[src/rtl/uart_rx.sv]
// uart_rx: 8-bit serial receiver sampled on a shared x16 baud tick.
// The line is LSB first, with an optional parity bit and one stop bit, and idles high.
// Each received word goes into a single-entry valid/ready holding register.
//
// state  | meaning
// -------+-------------------------------------------------------------
// IDLE   | line idle; a low level on a tick starts a frame
// START  | confirm the start bit at mid-bit, otherwise treat it as a glitch
// DATA   | shift in 8 data bits, LSB first, one per sample point
// PARITY | capture the parity bit (only when parity is latched on)
// STOP   | sample the stop bit and write the word into the holding register
// BREAK  | stop bit was low; wait for the line to return high
module uart_rx #(
   parameter int SYNC_STAGES = 2
) (
   input  logic       clk_i,
   input  logic       rst_ni,
   input  logic       baud_tick_x16_i,
   input  logic       parity_en_i,
   input  logic       parity_odd_i,
   input  logic       rx_i,
   output logic [7:0] rx_data_o,
   output logic       rx_valid_o,
   input  logic       rx_ready_i,
   output logic       rx_parity_err_o,
   output logic       rx_frame_err_o,
   output logic       rx_overrun_o
);

   localparam int SS = (SYNC_STAGES < 2) ? 2 : SYNC_STAGES;

   typedef enum logic [2:0] {
      S_IDLE, S_START, S_DATA, S_PARITY, S_STOP, S_BREAK
   } state_t;

   state_t      r_state;
   state_t      w_state_nxt;
   logic [SS-1:0] r_sync;
   logic [3:0]  r_tick_cnt;
   logic [2:0]  r_bit_idx;
   logic [7:0]  r_shreg;
   logic        r_rx_par;
   logic        r_par_en;
   logic        r_par_odd;
   logic [7:0]  r_data;
   logic        r_valid;
   logic        r_perr;
   logic        r_ferr;
   logic        r_overrun;

   logic        w_rxs;
   logic        w_sample;
   logic        w_frame_start;
   logic        w_bit_clr;
   logic        w_bit_shift;
   logic        w_par_store;
   logic        w_word_done;
   logic        w_pop;
   logic        w_perr;
   logic        w_ferr;

   // Bring the asynchronous line into the clock domain; idles high out of reset.
   always_ff @(posedge clk_i or negedge rst_ni) begin
      if (!rst_ni) r_sync <= '1;
      else         r_sync <= {r_sync[SS-2:0], rx_i};
   end

   assign w_rxs    = r_sync[SS-1];
   assign w_sample = baud_tick_x16_i && (r_tick_cnt == 4'd7);

   // State register.
   always_ff @(posedge clk_i or negedge rst_ni) begin
      if (!rst_ni) r_state <= S_IDLE;
      else         r_state <= w_state_nxt;
   end

   // Next-state logic.
   always_comb begin
      w_state_nxt = r_state;
      case (r_state)
         S_IDLE:   if (baud_tick_x16_i && !w_rxs) w_state_nxt = S_START;
         S_START:  if (w_sample) w_state_nxt = w_rxs ? S_IDLE : S_DATA;
         S_DATA:   if (w_sample && (r_bit_idx == 3'd7))
                      w_state_nxt = r_par_en ? S_PARITY : S_STOP;
         S_PARITY: if (w_sample) w_state_nxt = S_STOP;
         S_STOP:   if (w_sample) w_state_nxt = w_rxs ? S_IDLE : S_BREAK;
         S_BREAK:  if (baud_tick_x16_i && w_rxs) w_state_nxt = S_IDLE;
         default:  w_state_nxt = S_IDLE;
      endcase
   end

   // Per-state datapath strobes.
   always_comb begin
      w_frame_start = 1'b0;
      w_bit_clr     = 1'b0;
      w_bit_shift   = 1'b0;
      w_par_store   = 1'b0;
      w_word_done   = 1'b0;
      case (r_state)
         S_IDLE:   w_frame_start = baud_tick_x16_i && !w_rxs;
         S_START:  w_bit_clr     = w_sample && !w_rxs;
         S_DATA:   w_bit_shift   = w_sample;
         S_PARITY: w_par_store   = w_sample;
         S_STOP:   w_word_done   = w_sample;
         default:  ;
      endcase
   end

   // Tick phase counter; it is held at zero while no frame is in progress.
   always_ff @(posedge clk_i or negedge rst_ni) begin
      if (!rst_ni)
         r_tick_cnt <= 4'd0;
      else if (r_state == S_IDLE || r_state == S_BREAK)
         r_tick_cnt <= 4'd0;
      else if (baud_tick_x16_i)
         r_tick_cnt <= r_tick_cnt + 4'd1;
   end

   // Bit index, shift register, parity capture and per-frame configuration latch.
   always_ff @(posedge clk_i or negedge rst_ni) begin
      if (!rst_ni) begin
         r_bit_idx <= 3'd0;
         r_shreg   <= 8'd0;
         r_rx_par  <= 1'b0;
         r_par_en  <= 1'b0;
         r_par_odd <= 1'b0;
      end else begin
         if (w_frame_start) begin
            r_par_en  <= parity_en_i;
            r_par_odd <= parity_odd_i;
         end
         if (w_bit_clr)
            r_bit_idx <= 3'd0;
         else if (w_bit_shift)
            r_bit_idx <= r_bit_idx + 3'd1;
         if (w_bit_shift)
            r_shreg <= {w_rxs, r_shreg[7:1]};
         if (w_par_store)
            r_rx_par <= w_rxs;
      end
   end

   assign w_pop  = r_valid && rx_ready_i;
   assign w_perr = r_par_en && (r_rx_par != (^r_shreg ^ r_par_odd));
   assign w_ferr = !w_rxs;

   // Holding register: a write is accepted when the register is empty or is popped in the same cycle.
   always_ff @(posedge clk_i or negedge rst_ni) begin
      if (!rst_ni) begin
         r_data    <= 8'd0;
         r_valid   <= 1'b0;
         r_perr    <= 1'b0;
         r_ferr    <= 1'b0;
         r_overrun <= 1'b0;
      end else begin
         r_overrun <= w_word_done && r_valid && !w_pop;
         if (w_word_done && (!r_valid || w_pop)) begin
            r_data  <= r_shreg;
            r_perr  <= w_perr;
            r_ferr  <= w_ferr;
            r_valid <= 1'b1;
         end else if (w_pop) begin
            r_valid <= 1'b0;
         end
      end
   end

   assign rx_data_o       = r_data;
   assign rx_valid_o      = r_valid;
   assign rx_parity_err_o = r_perr;
   assign rx_frame_err_o  = r_ferr;
   assign rx_overrun_o    = r_overrun;

endmodule

[config.mk]
export PLATFORM = sky130hd
export DESIGN_NAME = uart_rx
export DESIGN_NICKNAME = d
export VERILOG_FILES = /design/src/rtl/uart_rx.sv
export SDC_FILE = /design/constraint.sdc
export NUM_CORES = 1
export LEC_CHECK = 0
export CAP_MARGIN = 20
export CORE_ASPECT_RATIO = 1.25
export CORE_UTILIZATION = 35
export CTS_BUF_LIST = sky130_fd_sc_hd__clkbuf_4
export DETAILED_ROUTE_END_ITERATION = 6
export PLACE_DENSITY_LB_ADDON = 0.3
export REMOVE_ABC_BUFFERS = 1
export SLEW_MARGIN = 20
export SYNTH_ARGS = -nofsm -noshare
export SYNTH_HDL_FRONTEND = slang
export SYNTH_SLANG_ARGS = --single-unit
[constraint.sdc]
create_clock -name clk_i -period 1.95 [get_ports clk_i]
set_input_delay 0.2925 -clock clk_i [delete_from_list [all_inputs] [get_ports clk_i]]
set_output_delay 0.2925 -clock clk_i [all_outputs]
set_load 0.01 [all_outputs]
==> impl_summary.log, run 1 <==
[metrics] result of the run: completed
[metrics] initial cell density of the core: 36.7%
[metrics] Final min period: 1710 ps
[metrics] routability-driven placement congestion ratio: 0.884
[metrics] relative slew slack: 70.6%
[metrics] most frequent cells in the layout: 33 x dfrtp_1, 18 x clkdlybuf4s50_1, 13 x mux2_2
[metrics] largest net degree at the start of global routing: 36
[metrics] number of CTS-inserted buffers: 5
[metrics] top area cells in the synthesized netlist: dfrtp_1 50%, mux2_2 9.0%, mux2_4 5.5%
[metrics] sequential-to-total area share from yosys stat: 53.7%
[metrics] final-report max-slew violation count: 0
[metrics] kind of start point of the critical path: flip-flop
[metrics] number of synthesized register bits: 35
[metrics] total core area: 4460 sq um
[metrics] vias: roughly 1,000
[metrics] clock root buffer: clkbuf_4
[metrics] fraction of met1 tracks used by global routing: 15.3%
[metrics] crit share post-route: between 80% and 90%
[metrics] total die area: slightly below 5000 sq um
[metrics] fraction of met2 tracks used by global routing: 22.9%
[metrics] TritonCTS clock tree: built
[metrics] RSZ-0062 raised after global routing: no
[metrics] cells along the critical path: ha_1 -> and4b_1 -> buf_4 -> a21oi_1 -> a211o_1 -> o22ai_1
[metrics] post-synthesis cell count: 133
[metrics] highest-delay cell along the critical path: dfrtp_1
[metrics] number of buffers and inverters on the critical path: 1
[metrics] clock slew seen by the registers of the worst setup and hold paths: about 100 ps
[metrics] post-detailed-route DRC marker count: 0
[metrics] insertion delay of the later-clocked pin in the worst-skew pair: around 330 ps
[metrics] number of warnings printed during yosys synthesis: 0
[metrics] count of input and output buffers: 18
[metrics] Worst Path Max Fanout: 8
[metrics] crit path kind: reg -> reg
[metrics] setup fix buffers added after clock tree synthesis: 0
[metrics] largest incremental delay on the critical path: 390 ps
[metrics] Filler Cell Count: 442
[metrics] Util after Layout: 43.0%
[metrics] final number of setup-violating endpoints: 0
[metrics] leakage component of the power: 0.920 nW
[metrics] PwrDens: 870 nW/um^2
[metrics] global routing met3 resource utilization: 4.07%
[metrics] worst hold path type: in -> async
[metrics] summed negative setup slack over all endpoints: 0 ps
[metrics] largest delay contributor family on the critical path: compound AO/OA/AOI/OAI gates
[metrics] top-level port count: 19
[metrics] maximum clock frequency: ~600 MHz
[metrics] sequential cell area in the final layout: 878 sq um
[metrics] hold buffer count at CTS: 0
[metrics] antenna violations before repair: 0
[metrics] synthesized area: 1640 sq um
[metrics] global routing usage summed across all routing layers: 13.4%
[metrics] number of distinct library cells after synthesis: 34
[metrics] EDFF count, synth: 0
[metrics] busiest grt layer: met2
[metrics] average size of a mapped cell: 12.3 sq um
[metrics] area added between synthesis and finish: 17.3%
[metrics] pin slew with the least headroom to its limit: 441 ps
[metrics] most common cell after layout, fill and taps aside: dfrtp_1
[metrics] Detail Route Antenna Nets: 0
[metrics] Final nets: about 170
[metrics] proportion of layout cells with a drive suffix above 1: 21.2%
[metrics] routed via count divided by cell count: a little under 5
[metrics] final hold violation count: 0
[metrics] share of the synthesized area in the top cell type: about half
[metrics] htree depth: 2
[metrics] multi-input gate area in the final layout: between 600 and 700 sq um
[metrics] total congestion overflow after global routing: 0
[metrics] standard-cell row count: 27
[metrics] die outline height: approximately 78 um
[metrics] setup slack at placement: roughly 31 ps
[metrics] global-route wire length before repair: 5000 um
[metrics] Total Wirelength: 2910 um
[metrics] Max Buffers Root-to-Sink: 2
[metrics] CP arrival: 1950 ps
[metrics] average wire per cell in the routed design: 13.6 um
[metrics] Setup crit end kind: flip-flop
[metrics] HPWL Detailed: 2040 um
[metrics] leading area contributor after synthesis: dfrtp_1
[metrics] antenna cells: 0
[metrics] number of clock sinks seen by CTS: 35
[metrics] clk_skew: 9.87 ps
[metrics] Detailed Route Iter0 Violations: 23
[metrics] number of instances resized during post-cts repair: 0
[metrics] Async S/R FF share, synth: 100%
[metrics] vias in the first global route: 1,079
[metrics] critical path data required time: approximately 2200 ps
[metrics] fin worst setup slack: 241 ps
[metrics] number of search-and-repair iterations in the first detailed-routing pass: 4
[metrics] horizontal die dimension: 63.1 um
[metrics] maximum resistive drop on vdd: slightly below 0.0005 V
[metrics] Main synth FF type: dfrtp_1
[metrics] Maximum Capacitance Violations: 0
[synthesized netlist by cell type, types with 3 or more instances]
| library cell | n |
|---|---|
| o21ai_0 | 5 |
| ha_1 | 3 |
| a21oi_1 | 4 |
| dfrtp_1 | 33 |
| mux2_2 | 13 |
| nor2b_1 | 3 |
| nand2_1 | 6 |
| xor2_1 | 3 |
| mux2_4 | 6 |
| nor2_1 | 9 |
| xnor2_1 | 8 |
| nand3_1 | 7 |
| inv_1 | 7 |
[area by class of cell]
class                      count  share of cell area [%]
timing repair buffer          22                    11.0
clock inverter                 2                   0.457
sequential                    35                    45.8
clock buffer                   5                    1.96
multi-input combinational     85                    35.7
inverter                       7                    1.37
tap                           58                    3.78
[layer usage]
| layer | part of all wire, % | vias to the layer above | wire length [um] |
|---|---|---|---|
| met5 | 0 | - | 0 |
| met4 | 1.7 | 0 | 49 |
| met3 | 4.3 | 5 | 126 |
| met2 | 51 | 26 | 1490 |
| met1 | 43 | 514 | 1240 |
| li1 | - | 499 | - |
[registers in the layout, indices dropped and copies added (netlist names), 2 cells and up]
| name | count |
|---|---|
| r_tick_cnt | 4 |
| rx_data_o | 8 |
| r_state | 3 |
| r_shreg | 8 |
| r_sync | 2 |
| r_bit_idx | 3 |
[power by group]
part | switching [mW] | internal (mW) | total, mW
sequential | 0.0980 | 0.822 | 0.919
clock | 0.230 | 0.128 | 0.358
combinational | 0.185 | 0.208 | 0.392
[path summary, 6_finish.rpt]
path / start / end / slack, ps / depth (start not counted)
worst max-delay path: r_tick_cnt[0]$_DFFE_PN0P_ / r_state[0]$_DFFE_PN0P_ / 240 / 6
worst min register to register: r_sync[0]$_DFF_PN1_ / r_sync[1]$_DFF_PN1_ / 360 / 0
worst max register to register: r_tick_cnt[0]$_DFFE_PN0P_ / r_state[0]$_DFFE_PN0P_ / 240 / 6
max in group asynchronous: rst_ni / r_sync[1]$_DFF_PN1_ / 1250 / 2
min in group clk_i: r_sync[0]$_DFF_PN1_ / r_sync[1]$_DFF_PN1_ / 360 / 0
worst min-delay path: rst_ni / rx_data_o[6]$_DFFE_PN0P_ / 360 / 2
[worst reg2reg max path, delay by kind of cell, from the launching register on]
family	cells	cell delay [ps]
AO/OA/AOI/OAI	3	510
flip-flops	1	390
buffers and inverters	1	200
AND/OR/NAND/NOR	1	330
adder cells (fa/ha/maj)	1	190
[metrics by stage]
step,total power [mW],instance area (sq um),cells,hold WS (ps)
2_1_floorplan,1.21,1590,127,-3.09
3_3_place_gp,1.30,1870,207,348
3_5_place_dp,1.33,1870,207,347
5_1_grt,1.80,1920,214,360
4_1_cts,1.70,1920,214,349
6_report,1.67,1920,214,360
[logic make-up after synthesis]
family / after synthesis / synth area share, %
xor gates and xnor gates: 12 / 7.27
AOI/OAI and AO/OA: 16 / 5.97
muxes: 20 / 15.1
adders and majority gates: 3 / 2.30
and+or+nand+nor: 34 / 11.2
buffers and inverters: 13 / 4.44
DFF: 35 / 53.7
Power figures use the tool's default switching activity.
==> run 2, diff against run 1 <==
--- a/config.mk
+++ b/config.mk
@@ -7,11 +7,10 @@
 export LEC_CHECK = 0
 export CAP_MARGIN = 20
 export CORE_ASPECT_RATIO = 1.25
-export CORE_UTILIZATION = 35
+export CORE_UTILIZATION = 57
 export CTS_BUF_LIST = sky130_fd_sc_hd__clkbuf_4
 export DETAILED_ROUTE_END_ITERATION = 6
 export PLACE_DENSITY_LB_ADDON = 0.3
-export REMOVE_ABC_BUFFERS = 1
 export SLEW_MARGIN = 20
 export SYNTH_ARGS = -nofsm -noshare
 export SYNTH_HDL_FRONTEND = slang
==> run 2 against run 1 <==
Effect of this change: first-iteration DRC count increased by 30%; sequential power about the same; maximum frequency decreased by 0.89%; sequential share of layout area increased by 0.27 points; flip-flop and latch count unchanged; register-to-register slack got worse by 20 ps; non-clock buffer count increased by 1; highest routed layer unchanged; largest cell class unchanged; combinational power increased by 2%.
==> impl_summary.log, run 2 (same netlist as run 1, synthesis figures left out) <==
[metrics] pin slew with the least headroom to its limit: 432 ps (-8.85 ps)
[metrics] fin worst setup slack: 225 ps (-15.3 ps)
[metrics] final number of setup-violating endpoints: 0 (unchanged)
[metrics] result of the run: completed
[metrics] htree depth: 2 (unchanged)
[metrics] most common cell after layout, fill and taps aside: dfrtp_1
[metrics] total die area: 3090 sq um (-38%)
[metrics] most frequent cells in the layout: 33 x dfrtp_1, 18 x clkdlybuf4s50_1, 13 x mux2_2
[metrics] routability-driven placement congestion ratio: 0.853 (-3.6%)
[metrics] leakage component of the power: 0.933 nW (+1.4%)
[metrics] vias in the first global route: 1,102 (+2.1%)
[metrics] global-route wire length before repair: 4780 um (-4.3%)
[metrics] final-report max-slew violation count: 0 (unchanged)
[metrics] r2r worst-path depth: 5 (-1)
[metrics] HPWL Detailed: 1990 um (-2.5%)
[metrics] relative slew slack: 71.2% (+0.59 points)
[metrics] Max Buffers Root-to-Sink: 2 (unchanged)
[metrics] Final min period: 1720 ps (+15.3 ps)
[metrics] r2r setup slk: 230 ps (-20 ps)
[metrics] fraction of power consumed by the clock network: 23.1% (+1.7 points)
[metrics] PwrDens: 900 nW/um^2 (+3.4%)
[metrics] Net Sw Power: 518 uW (+0.97%)
[metrics] number of stages on the worst setup path: 5 (-1)
[metrics] proportion of layout cells with a drive suffix above 1: 22.8% (+1.6 points)
[metrics] crit share post-route: 88.4% (+0.79 points)
[metrics] critical path data required time: 2170 ps (-20 ps)
[metrics] crit path kind: reg -> reg
[metrics] vias: 1,051 (+0.67%)
[metrics] internal power: 1.20 mW (+3.7%)
[metrics] Post-Syn Nets: 143
[metrics] post-detailed-route DRC marker count: 0 (unchanged)
[metrics] number of instances resized during post-cts repair: 0 (unchanged)
[metrics] total congestion overflow after global routing: 0 (unchanged)
[metrics] maximum clock frequency: 580 MHz (-0.89%)
[metrics] insertion delay of the later-clocked pin in the worst-skew pair: 340 ps (about the same)
[metrics] area added between synthesis and finish: 16.6%
[metrics] Setup crit end kind: flip-flop
[metrics] kind of start point of the critical path: flip-flop
[metrics] cells along the critical path: ha_1 -> and4b_1 -> nand3_1 -> buf_4 -> mux2_2
[metrics] count of input and output buffers: 18 (unchanged)
[metrics] clk_skew: 9.56 ps (-0.314 ps)
[metrics] antenna violations before repair: 0 (unchanged)
[metrics] Worst Path Max Fanout: 13 (+5)
[metrics] Maximum Capacitance Violations: 0 (unchanged)
[metrics] final hold violation count: 0 (unchanged)
[metrics] largest net degree at the start of global routing: 36 (unchanged)
[metrics] Detailed Route Iter0 Violations: 30 (+30%)
[metrics] number of search-and-repair iterations in the first detailed-routing pass: 5 (+1)
[metrics] horizontal die dimension: 49.9 um (-21%)
[metrics] antenna cells: 0 (unchanged)
[metrics] worst hold path type: in -> async
[metrics] summed negative setup slack over all endpoints: 0 ps (unchanged)
[metrics] hold buffer count at CTS: 0 (unchanged)
[metrics] proportion of power drawn by combinational gates: 23.4% (about the same)
[metrics] Sequential Power Share: 53.5% (-1.6 points)
[metrics] setup fix buffers added after clock tree synthesis: 0 (unchanged)
[metrics] setup slack at placement: 73.1 ps (+42.4 ps)
[metrics] global routing usage summed across all routing layers: 21.5% (+8.2 points)
[metrics] Hold Slack: 358 ps (-1.13 ps)
[metrics] highest-delay cell along the critical path: dfrtp_1
[metrics] CP arrival: 1940 ps (about the same)
[metrics] number of buffers and inverters on the critical path: 1 (unchanged)
[metrics] Total Wirelength: 2760 um (-5.0%)
[metrics] die outline height: 61.9 um (-21%)
[metrics] standard-cell row count: 21 (-22%)
[metrics] average wire per cell in the routed design: 14.4 um (+5.9%)
[metrics] Sw Ratio: 30.2% (-0.56 points)
[metrics] clock slew seen by the registers of the worst setup and hold paths: 110 ps (about the same)
[metrics] Detail Route Antenna Nets: 0 (unchanged)
[metrics] TritonCTS clock tree: built
[metrics] RSZ-0062 raised after global routing: no
[metrics] clock root buffer: clkbuf_4
[metrics] routed via count divided by cell count: 5.47 (+12%)
[metrics] maximum resistive drop on vdd: 0.000686 V (+43%)
[metrics] number of CTS-inserted buffers: 5 (unchanged)
[metrics] number of clock sinks seen by CTS: 35 (unchanged)
[metrics] top-level port count: 19 (unchanged)
[metrics] total core area: 2710 sq um (-39%)
[metrics] initial cell density of the core: 60.4% (+24 points)
[metrics] largest delay contributor family on the critical path: flip-flops
[metrics] Final nets: 167 (+0.60%)
[metrics] largest incremental delay on the critical path: 420 ps (+30 ps)
## run 2: cell types whose count changed in the layout (fill, tap and decap cells not counted)
cell      previous run  this run
clkbuf_4             5         7
buf_4                4         5
clkinv_1             1         0
## run 2: path summary, 6_finish.rpt
check / from / to
min: rst_ni / rx_parity_err_o$_DFFE_PN0P_
max reg2reg: r_tick_cnt[0]$_DFFE_PN0P_ / r_shreg[4]$_DFFE_PN0P_
max in group asynchronous: rst_ni / r_sync[1]$_DFF_PN1_
min reg2reg: r_sync[0]$_DFF_PN1_ / r_sync[1]$_DFF_PN1_
max: r_tick_cnt[0]$_DFFE_PN0P_ / r_shreg[4]$_DFFE_PN0P_
min in group clk_i: rx_i / r_sync[0]$_DFF_PN1_
## run 2: final cells by class
type	count	area (sq um)
Fill cell	199	800
Timing Repair Buffer	23	218
Clock inverter	1	5.00
Multi-Input combinational cell	85	684
Clock buffer	7	52.6
Sequential cell	35	878
Inverter	7	26.3
Tap cell	34	42.5
## run 2: power groups by stage
stage	combinational (mW)	clock, mW	sequential [mW]
after floorplan	0.329	0	0.897
after global placement	0.374	0	0.927
after detailed placement	0.396	0	0.932
after CTS	0.401	0.411	0.918
after global routing	0.440	0.440	0.931
final	0.401	0.397	0.918
## run 2: metal layers
layer  wire length [um]  global-route usage (%)
met4                 39                    7.76
met1               1170                    23.2
met2               1450                    40.3
met3                100                    6.57
met5                  0                       0
## run 2: stage by stage
step	util (%)	total power, mW	area, sq um	cells
after floorplan	-	1.23	1640	133
after global placement	68.3	1.30	1850	184
after detailed placement	68.3	1.33	1850	184
after CTS	70.5	1.73	1910	192
after global routing	70.5	1.81	1910	192
final	70.5	1.72	1910	192
==> run 3, diff against run 2 <==
--- a/config.mk
+++ b/config.mk
@@ -5,9 +5,10 @@
 export SDC_FILE = /design/constraint.sdc
 export NUM_CORES = 1
 export LEC_CHECK = 0
+export ABC_CLOCK_PERIOD_IN_PS = 1950
 export CAP_MARGIN = 20
 export CORE_ASPECT_RATIO = 1.25
-export CORE_UTILIZATION = 57
+export CORE_UTILIZATION = 31
 export CTS_BUF_LIST = sky130_fd_sc_hd__clkbuf_4
 export DETAILED_ROUTE_END_ITERATION = 6
 export PLACE_DENSITY_LB_ADDON = 0.3
==> run 3 against run 2 <==
Effect of this change: total power up 8.8%; utilization down 32 points; first-iteration DRC count is 47% higher; sequential share of layout area fell by 1.2 points; via count grew 0.29%; largest power group unchanged.
==> impl_summary.log, run 3 (same netlist as run 1, synthesis figures left out) <==
[metrics] number of instances resized during post-cts repair: 0 (unchanged)
[metrics] clock slew seen by the registers of the worst setup and hold paths: 110 ps (about the same)
[metrics] Final nets: 166 (-0.60%)
[metrics] busiest grt layer: met2
[metrics] Maximum Capacitance Violations: 0 (unchanged)
[metrics] count of input and output buffers: 18 (unchanged)
[metrics] power after layout: 1.87 mW (+8.8%)
[metrics] standard-cell row count: 29 (+38%)
[metrics] total core area: 5080 sq um (+88%)
[metrics] relative slew slack: 70.5% (-0.69 points)
[metrics] HPWL Detailed: 2110 um (+6.3%)
[metrics] vias in the first global route: 1,094 (-0.73%)
[metrics] global-route wire length before repair: 4970 um (+4.0%)
[metrics] result of the run: completed
[metrics] die outline height: 83.2 um (+34%)
[metrics] number of CTS-inserted buffers: 5 (unchanged)
[metrics] post-detailed-route DRC marker count: 0 (unchanged)
[metrics] Max Buffers Root-to-Sink: 2 (unchanged)
[metrics] PwrDens: 954 nW/um^2 (+5.9%)
[metrics] leakage component of the power: 0.938 nW (+0.51%)
[metrics] fraction of met1 tracks used by global routing: 13.0% (-10 points)
[metrics] Worst Path Max Fanout: 13 (unchanged)
[metrics] Setup crit end kind: flip-flop
[metrics] Detail Route Antenna Nets: 0 (unchanged)
[metrics] highest-delay cell along the critical path: dfrtp_1
[metrics] hold buffer count at CTS: 0 (unchanged)
[metrics] initial cell density of the core: 32.2% (-28 points)
[metrics] Post-Syn Nets: 143 (unchanged)
[metrics] pin slew with the least headroom to its limit: 442 ps (+10.3 ps)
[metrics] total congestion overflow after global routing: 0 (unchanged)
[metrics] Detailed Route Iter0 Violations: 44 (+47%)
[metrics] clk_skew: 15.3 ps (+5.73 ps)
[metrics] worst hold path cell count: 1
[metrics] cells along the critical path: ha_1 -> and4b_1 -> nand3_1 -> buf_4 -> mux2_2
[metrics] maximum resistive drop on vdd: 0.000442 V (-36%)
[metrics] most common cell after layout, fill and taps aside: dfrtp_1
[metrics] routability-driven placement congestion ratio: 0.801 (-6.0%)
[metrics] number of clock sinks seen by CTS: 35 (unchanged)
[metrics] critical path data required time: 2190 ps (+20 ps)
[metrics] Final min period: 1650 ps (-77.6 ps)
[metrics] top-level port count: 19 (unchanged)
[metrics] final hold violation count: 0 (unchanged)
[metrics] kind of start point of the critical path: flip-flop
[metrics] crit share post-route: 84.5% (-4.0 points)
[metrics] summed negative setup slack over all endpoints: 0 ps (unchanged)
[metrics] global routing met3 resource utilization: 4.53% (-2.0 points)
[metrics] final number of setup-violating endpoints: 0 (unchanged)
[metrics] TritonCTS clock tree: built
[metrics] global routing usage summed across all routing layers: 12.2% (-9.4 points)
[metrics] largest incremental delay on the critical path: 420 ps (about the same)
[metrics] most frequent cells in the layout: 33 x dfrtp_1, 18 x clkdlybuf4s50_1, 13 x mux2_2
[metrics] maximum clock frequency: 607 MHz (+4.7%)
[metrics] final-report max-slew violation count: 0 (unchanged)
[metrics] number of search-and-repair iterations in the first detailed-routing pass: 4 (-1)
[metrics] antenna violations before repair: 0 (unchanged)
[metrics] proportion of layout cells with a drive suffix above 1: 22.3% (-0.49 points)
[metrics] fraction of met2 tracks used by global routing: 20.8% (-20 points)
[metrics] setup fix buffers added after clock tree synthesis: 0 (unchanged)
[metrics] RSZ-0062 raised after global routing: no
[metrics] clock root buffer: clkbuf_4
[metrics] total die area: 5570 sq um (+80%)
[metrics] antenna cells: 0 (unchanged)
[metrics] worst hold path type: in -> reg
[metrics] insertion delay of the later-clocked pin in the worst-skew pair: 340 ps (about the same)
[metrics] largest net degree at the start of global routing: 36 (unchanged)
[metrics] vias: 1,054 (+0.29%)
[metrics] area added between synthesis and finish: 19.8%
[metrics] crit path kind: reg -> reg
[metrics] r2r worst-path depth: 5 (unchanged)
[metrics] Total Wirelength: 2940 um (+6.5%)
[metrics] horizontal die dimension: 67.0 um (+34%)
[metrics] htree depth: 2 (unchanged)
[metrics] routed via count divided by cell count: 4.81 (-12%)
[metrics] CP arrival: 1880 ps (-60 ps)
[metrics] average wire per cell in the routed design: 13.4 um (-6.6%)
==> run 3: changes by cell type in the layout (fill, tap and decap cells not counted) <==
cell       delta
buf_4         -1
bufinv_16     +1
clkinv_2      -1
==> run 3: worst paths after layout <==
kind,startpoint,slack [ps],endpoint
max in group asynchronous,rst_ni,1260,r_sync[1]$_DFF_PN1_
min in group asynchronous,rst_ni,350,rx_data_o[2]$_DFFE_PN0P_
worst min-delay path,rx_i,340,r_sync[0]$_DFF_PN1_
worst max-delay path,r_tick_cnt[0]$_DFFE_PN0P_,300,r_shreg[6]$_DFFE_PN0P_
worst min register to register,r_sync[0]$_DFF_PN1_,360,r_sync[1]$_DFF_PN1_
worst max register to register,r_tick_cnt[0]$_DFFE_PN0P_,300,r_shreg[6]$_DFFE_PN0P_
==> run 3: metrics by stage <==
| stage | cells | utilization [%] | setup slack (ps) | instance area, sq um | hold WS, ps |
|---|---|---|---|---|---|
| after floorplan | 133 | - | 356 | 1640 | -3.09 |
| after global placement | 211 | 36.9 | 120 | 1880 | 347 |
| after detailed placement | 211 | 36.9 | 100 | 1880 | 348 |
| after CTS | 219 | 38.6 | 293 | 1960 | 322 |
| after global routing | 219 | 38.6 | 213 | 1960 | 321 |
| final | 219 | 38.6 | 303 | 1960 | 337 |
==> run 3: layer usage <==
layer	wire length, um	part of all wire [%]
met5	0	0
met4	74	2.5
met1	1170	40
met3	146	5.0
met2	1550	53
==> run 3: cell type report <==
type                    count  area [sq um]
clock buffers               7          52.6
clock inverters             1          30.0
fillers                   503          3120
inverters                   7          26.3
multi-input cells          85           684
flip-flops and latches     35           878
well taps                  62          77.6
repair buffers             22           210
==> run 3: power breakdown <==
part           internal [mW]  switching [mW]
logic                  0.206           0.198
clock network          0.300           0.241
registers              0.822           0.102
==> run 3: critical path: cells and delay by family, from the launching register on <==
kind | cells | cell delay (ps)
fa+ha+maj | 1 | 220
buf+inv | 1 | 210
flops | 1 | 420
mux | 1 | 350
simple gates | 2 | 360
